==> config.mk <==
export PLATFORM = sky130hd
export DESIGN_NAME = mult_accum
export DESIGN_NICKNAME = d
export VERILOG_FILES = /design/src/rtl/mult_accum.sv
export SDC_FILE = /design/constraint.sdc
export NUM_CORES = 1
export LEC_CHECK = 0
export ABC_AREA = 0
export CORE_UTILIZATION = 30
export CTS_CLUSTER_DIAMETER = 80
export CTS_CLUSTER_SIZE = 40
export DETAILED_ROUTE_END_ITERATION = 10
export PLACE_DENSITY = 0.57
export SLEW_MARGIN = 20
export SYNTH_ARGS = -nofsm -noshare
export SYNTH_HDL_FRONTEND = slang
export SYNTH_SLANG_ARGS = --single-unit
==> constraint.sdc <==
create_clock -name clk -period 6.55 [get_ports clk]
set_input_delay 1.965 -clock clk [delete_from_list [all_inputs] [get_ports clk]]
set_output_delay 1.965 -clock clk [all_outputs]
set_load 0.02 [all_outputs]
==> src/rtl/mult_accum.sv <==
// Frame accumulator behind optmult: saturating sum of FRAME_LEN valid products, queued in a 2-entry FIFO.
// Result is visible one cycle after the last sample; the input never stalls, and a frame that meets a full FIFO is dropped (overrun).
module mult_accum_fifo #(
  parameter int WIDTH = 8,
  parameter int DEPTH = 2
) (
  input  logic             clk,
  input  logic             rst,
  input  logic             push_i,
  input  logic [WIDTH-1:0] din_i,
  input  logic             pop_i,
  output logic [WIDTH-1:0] head_o,
  output logic             vld_o,
  output logic             full_o
);
  localparam int AW = $clog2(DEPTH);

  logic [WIDTH-1:0] mem_q [DEPTH];
  logic [AW-1:0]    rd_q, wr_q;
  logic [AW:0]      cnt_q;
  logic             push_ok, pop_ok;

  assign vld_o   = (cnt_q != '0);
  assign full_o  = (cnt_q == (AW+1)'(DEPTH));
  assign pop_ok  = pop_i && vld_o;
  // a push into a full FIFO is accepted only when the head leaves in the same cycle
  assign push_ok = push_i && (!full_o || pop_ok);
  assign head_o  = mem_q[rd_q];

  always_ff @(posedge clk) begin
    if (rst) begin
      for (int i = 0; i < DEPTH; i++) mem_q[i] <= '0;
      rd_q  <= '0;
      wr_q  <= '0;
      cnt_q <= '0;
    end else begin
      if (push_ok) begin
        mem_q[wr_q] <= din_i;
        wr_q        <= wr_q + AW'(1);
      end
      if (pop_ok) rd_q <= rd_q + AW'(1);
      cnt_q <= cnt_q + (AW+1)'(push_ok) - (AW+1)'(pop_ok);
    end
  end
endmodule

module mult_accum #(
  parameter int P_W       = 16,
  parameter int ACC_W     = 24,
  parameter int FRAME_LEN = 16,
  parameter int UNSIGNED  = 0
) (
  input  logic             clk,
  input  logic             rst,
  input  logic             in_valid,
  input  logic [P_W-1:0]   in_prod,
  input  logic             in_clear,
  output logic             out_valid,
  input  logic             out_ready,
  output logic [ACC_W-1:0] out_sum,
  output logic             out_sat,
  output logic             overrun
);
  localparam int SW    = ACC_W + 2;
  localparam int CNT_W = $clog2(FRAME_LEN);
  localparam logic [CNT_W-1:0] LAST = CNT_W'(FRAME_LEN - 1);

  typedef enum logic {IDLE, ACCUM} state_t;

  state_t           state_q, state_d;
  logic [ACC_W-1:0] acc_q, acc_d, acc_base, clamped;
  logic [CNT_W-1:0] cnt_q, cnt_d, cnt_base;
  logic             sat_q, sat_d, sat_base, clip, fresh, done;
  logic [SW-1:0]    acc_x, ext_x, sum_x;
  logic [2:0]       top3;
  logic             push, pop, full, overrun_q;
  logic [ACC_W:0]   head;

  // in_clear with a valid sample makes that sample the first of a new frame
  assign fresh    = in_clear || (state_q == IDLE);
  assign acc_base = fresh ? '0 : acc_q;
  assign cnt_base = fresh ? '0 : cnt_q;
  assign sat_base = fresh ? 1'b0 : sat_q;
  assign done     = in_valid && (cnt_base == LAST);

  assign acc_x = (UNSIGNED != 0) ? {2'b00, acc_base} : {{2{acc_base[ACC_W-1]}}, acc_base};
  assign ext_x = (UNSIGNED != 0) ? {{(SW-P_W){1'b0}}, in_prod}
                                 : {{(SW-P_W){in_prod[P_W-1]}}, in_prod};
  assign sum_x = acc_x + ext_x;
  assign top3  = sum_x[SW-1:ACC_W-1];

  always_comb begin
    clamped = sum_x[ACC_W-1:0];
    clip    = 1'b0;
    if (UNSIGNED != 0) begin
      if (top3[2:1] != 2'b00) begin
        clip    = 1'b1;
        clamped = '1;
      end
    end else if (top3 != 3'b000 && top3 != 3'b111) begin
      clip    = 1'b1;
      clamped = top3[2] ? {1'b1, {(ACC_W-1){1'b0}}} : {1'b0, {(ACC_W-1){1'b1}}};
    end
  end

  always_comb begin
    state_d = state_q;
    acc_d   = acc_q;
    cnt_d   = cnt_q;
    sat_d   = sat_q;
    push    = 1'b0;
    if (done) begin
      push    = 1'b1;
      state_d = IDLE;
      acc_d   = '0;
      cnt_d   = '0;
      sat_d   = 1'b0;
    end else if (in_valid) begin
      state_d = ACCUM;
      acc_d   = clamped;
      cnt_d   = cnt_base + CNT_W'(1);
      sat_d   = sat_base | clip;
    end else if (in_clear) begin
      state_d = IDLE;
      acc_d   = '0;
      cnt_d   = '0;
      sat_d   = 1'b0;
    end
  end

  always_ff @(posedge clk) begin
    if (rst) begin
      state_q   <= IDLE;
      acc_q     <= '0;
      cnt_q     <= '0;
      sat_q     <= 1'b0;
      overrun_q <= 1'b0;
    end else begin
      state_q   <= state_d;
      acc_q     <= acc_d;
      cnt_q     <= cnt_d;
      sat_q     <= sat_d;
      overrun_q <= push && full && !pop;
    end
  end

  assign pop = out_valid && out_ready;

  mult_accum_fifo #(.WIDTH(ACC_W + 1), .DEPTH(2)) u_fifo (
    .clk   (clk),
    .rst   (rst),
    .push_i(push),
    .din_i ({sat_base | clip, clamped}),
    .pop_i (pop),
    .head_o(head),
    .vld_o (out_valid),
    .full_o(full)
  );

  assign out_sum = head[ACC_W-1:0];
  assign out_sat = head[ACC_W];
  assign overrun = overrun_q;
endmodule
# After elaboration in Yosys (flattened, before gate mapping)
# Memories as Yosys holds them, arrays and structs flattened. A register that Yosys moved wholly into a read port is not among the register bits.
# Index checks and enable logic that the tools add are counted.
# Widths: inputs -> output; s select.
# word_totals
register_bits	35
ram_bits	50
output_inout_bits	27
elab_cells	60
n_memories	1
# mem_list
name	depth	word_bits	read_ports	rd_ports_with_merged_regs	wr	line_no	rtl
u_fifo.mem_q	2	25	1	1	2	18	logic [WIDTH-1:0] mem_q [DEPTH];
# classes
add_sub_neg	6
n_eq_ne	3
mux	24
bitwise	2
n_reduce_logical	16
# ops
cell	count
$mux 24	5
$add 24x16->25	1
$mux 25	1
$reduce_or 25->1	1
$mux 1	15
$mux 4	3
$logic_and 1x1->1	7
$add 4x1->4 const B	1
$eq 4x4->1 const B	1
$reduce_bool 2->1	2
$ne 3x3->1 const B	1
$reduce_bool 3->1	1
$add 1x1->1 const B	2
$add 2x1->2	1
$eq 2x2->1 const B	1
$logic_not 1->1	2
$logic_or 1x1->1	2
$reduce_or 2->1	1
$sub 2x1->2	1
$not 1->1	1
$or 1x1->1	1

# Longest topological paths before layout
# logic_depth
word_depth	12
depth_mapped	17
ltp_nobuf	13

# Modules after synthesis
# A second synthesis with hierarchy kept.
# unflattened
cells_unflattened	563
area_unflattened_um2	5440.2
# by_module_without_submodules
mod	instances	cells_each	area_each_um2
mult_accum	1	398	2970.3
mult_accum_fifo	1	165	2469.9

# Worst setup path before layout
# No wires, ideal clock.
# synth_timing
path_kind	in2reg
start	input in_clear
end	memory u_fifo.mem_q[0][0] (netlist bit) (data pin)
arrival_time_ns	4.963
t_required_ns	6.284
path_slack_ns	1.321
path_stages	17
n_path_buf	4
cell_sequence	nor2b_1 > clkbuf_1 > clkbuf_1 > and2_1 > ha_1 > inv_1 > fa_1 > nand2b_1 > a21oi_1 > o31ai_4 > o21ai_2 > a21oi_2 > or3_1 > buf_6 > buf_12 > a31oi_4 > nor2_1
# synth_rtl
element	line_no	rtl
from (decl)	57	input logic in_clear,
to (decl)	18	

==> results.py <==
metrics = {
    "hold_path": {
        "holdPathEnd": "cnt_q[0]",
        "min_path_type": "flop to flop",
        "whs_path_depth": 2,
        "hold_start": "cnt_q[0]",
    },
    "sta": {
        "worstMarginPinSlew_ps": 1060,
        "fmax_mhz": 173,
        "post-route-period-util": 0.881,
        "final-setup-viol-count": 0,
        "fin_setup_tns_ps": 0,
        "rsz0062_at_grt": "no",
        "drv_slew": 0,
        "maxSlewHeadroom": 0.283,
        "hold_viol": 0,
        "holdWs_ps": 498,
        "period_needed_ps": 5770,
        "skew_ps": 7.63,
    },
    "setup_path": {
        "reg2reg_depth": 14,
        "reg2reg_to": "u_fifo.mem_q[0][7]",
        "arrival_ps": 5840,
        "worstSetupEndpointType": "flop",
        "cp_data_required_time_ps": 6620,
        "reg2reg_slack_ps": 2450,
        "cp_max_fo": 29,
        "cp-start-kind": "primary input",
        "r2r-start": "state_q",
        "crit_type": "primary input to flop",
    },
    "logic_synthesis": {
        "async_reset_ff_frac": 0,
        "netlist_instances": 554,
        "synth-edff-count": 50,
        "synth_ff_type": "edfxtp_1",
        "yosysWarnings": 0,
        "synth_area_leaders": "edfxtp_1, dfxtp_1, ha_1, mux2_2, a21oi_1",
        "synth_area_um2": 5390,
        "ys_seq_area_frac": 0.412,
        "yosysMostFrequentCell": "nor2_1",
        "syn_nets": 603,
        "synthDistinctLibCells": 57,
        "avgSynthCellArea_um2": 9.73,
        "synth_common_cells": "nor2_1, a21oi_1, edfxtp_1",
        "synth_area_leader_cell": "edfxtp_1",
        "synth_top_cell_area_share": 0.278,
        "synth-seq-cells": 86,
    },
    "clocking": {
        "path_clk_slew_ps": 60,
        "cts_buffers": 9,
        "cts_resized": 0,
        "cts-root-buf": "clkbuf_16",
        "clk_path_buf_depth": 2,
        "clock_sinks": 86,
        "tritoncts": "done",
        "hold_buffers": 0,
        "clk_latency_ps": 350,
        "postCtsSetupBuffers": 0,
        "htree_levels": 3,
    },
    "drt": {
        "first_iter_violations": 255,
        "postRouteAntennaNets": 0,
        "drt-pass1-iter-count": 4,
        "drc": 0,
        "routed_wl_mm": 13.2,
        "wire_per_inst_um": 16.1,
        "vias": 4236,
        "viasPerCell": 5.19,
    },
    "placement": {
        "gp_congestion": 0.860,
        "hpwl_mm": 9.16,
        "io_buffer_count": 47,
    },
    "floorplanning": {
        "start_util": 0.310,
        "coreArea_um2": 17400,
        "die-height_um": 136,
        "num_rows": 48,
        "io_pins": 48,
        "die-area_um2": 18500,
        "die_w_um": 136,
    },
    "global_route": {
        "grt_pass1_vias": 4174,
        "grt.total_usage": 0.151,
        "grt_pass1_wl_mm": 21.5,
        "grt-ovfl-total": 0,
        "antenna_found_initial": 0,
        "grt_max_degree": 35,
    },
    "finish": {
        "nNetsFinal": 635,
        "antennaDiodeCount": 0,
        "drive_gt1_frac": 0.135,
        "area_growth_pct": 18.0,
    },
    "run_status": {
        "status": "finished, final reports clean",
    },
    "pwr": {
        "vdd_drop_max_v": 0.000139,
        "p_leak_nw": 2.41,
        "powerDensity_nw_per_um2": 223,
    },
    "run": {
        "maxCapViolCount": 0,
    },
}
[flip-flops by register name, indices dropped and copies added (netlist names), named ones only]
signal / cells
acc_q: 24
u_fifo.rd_q: 1
overrun: 1
state_q: 1
u_fifo.wr_q: 1
cnt_q: 4
sat_q: 1
u_fifo.cnt_q: 2
u_fifo.mem_q: 50
[power breakdown]
| group | total, W | switching (W) | internal (W) |
|---|---|---|---|
| Sequential | 0.000623 | 0.0000208 | 0.000602 |
| Combinational | 0.000287 | 0.000151 | 0.000136 |
| Clock | 0.000510 | 0.000214 | 0.000296 |
| Total | 0.00142 | 0.000386 | 0.00103 |
[how the worst max path moves through the flow]
stage	start	endpoint	slack [ps]
after floorplan	in_clear	u_fifo.mem_q[0][0]	1320
after global placement	in_clear	u_fifo.mem_q[0][8]	520
after global routing	in_clear	u_fifo.mem_q[0][7]	520
after CTS	in_clear	u_fifo.mem_q[0][4]	780
final	in_clear	u_fifo.mem_q[0][7]	780
after detailed placement	in_clear	u_fifo.mem_q[0][4]	410
[per-layer routing]
metal / share of wire / global-route usage
met2: 0.45 / 0.240
met3: 0.045 / 0.0298
met4: 0.014 / 0.0512
met5: 0 / 0
met1: 0.49 / 0.202
[worst max-delay path, cell delays in order]
cell and delay, ps:
clkdlybuf4s50_1 450, nor2b_1 120, buf_4 280, and2_1 180
ha_1 190, inv_1 60, fa_1 390, nand2b_1 180
a21oi_1 270, o31ai_4 150, o21ai_2 220, a21oi_2 80
or3_2 790, a31oi_1 440, nor2_1 70
[stage by stage]
step	worst slack [ps]	utilization	instance area, um2	power (W)	cells
global route	521	0.365	6360	0.00148	816
global placement	521	0.349	6070	0.000918	800
floorplan	1320	-	5390	0.000822	554
CTS	785	0.365	6360	0.00144	816
finish	777	0.365	6360	0.00142	816
detailed placement	412	0.349	6070	0.000922	800
[cell type report]
type,count,area (um2)
tap,225,282
timing repair buffer,59,573
inverter,12,45.0
fill,1744,11100
clock buffer,11,233
sequential,86,2220
clock inverter,5,58.8
multi-input combinational,418,2950
[cell usage in the layout, fill, tap and decap left out, types with 12 or more instances in the layout]
| master | count |
|---|---|
| mux2_2 | 25 |
| and2_1 | 29 |
| a211oi_1 | 25 |
| a31oi_1 | 12 |
| o21ai_0 | 12 |
| ha_1 | 27 |
| clkdlybuf4s50_1 | 47 |
| nor2_1 | 73 |
| edfxtp_1 | 50 |
| dfxtp_1 | 35 |
| a21oi_1 | 56 |
| xnor2_1 | 16 |
| nand2_1 | 16 |
| nand3_1 | 26 |
[cell families after synthesis]
| family | after synthesis | share of synthesized area |
|---|---|---|
| xor+xnor | 22 | 0.0357 |
| fa+ha+maj | 28 | 0.0664 |
| compound gates | 163 | 0.228 |
| simple gates | 179 | 0.160 |
| mux | 26 | 0.0541 |
| flops | 86 | 0.412 |
| buf+inv | 50 | 0.0439 |
(Power assumes the default switching activity.)
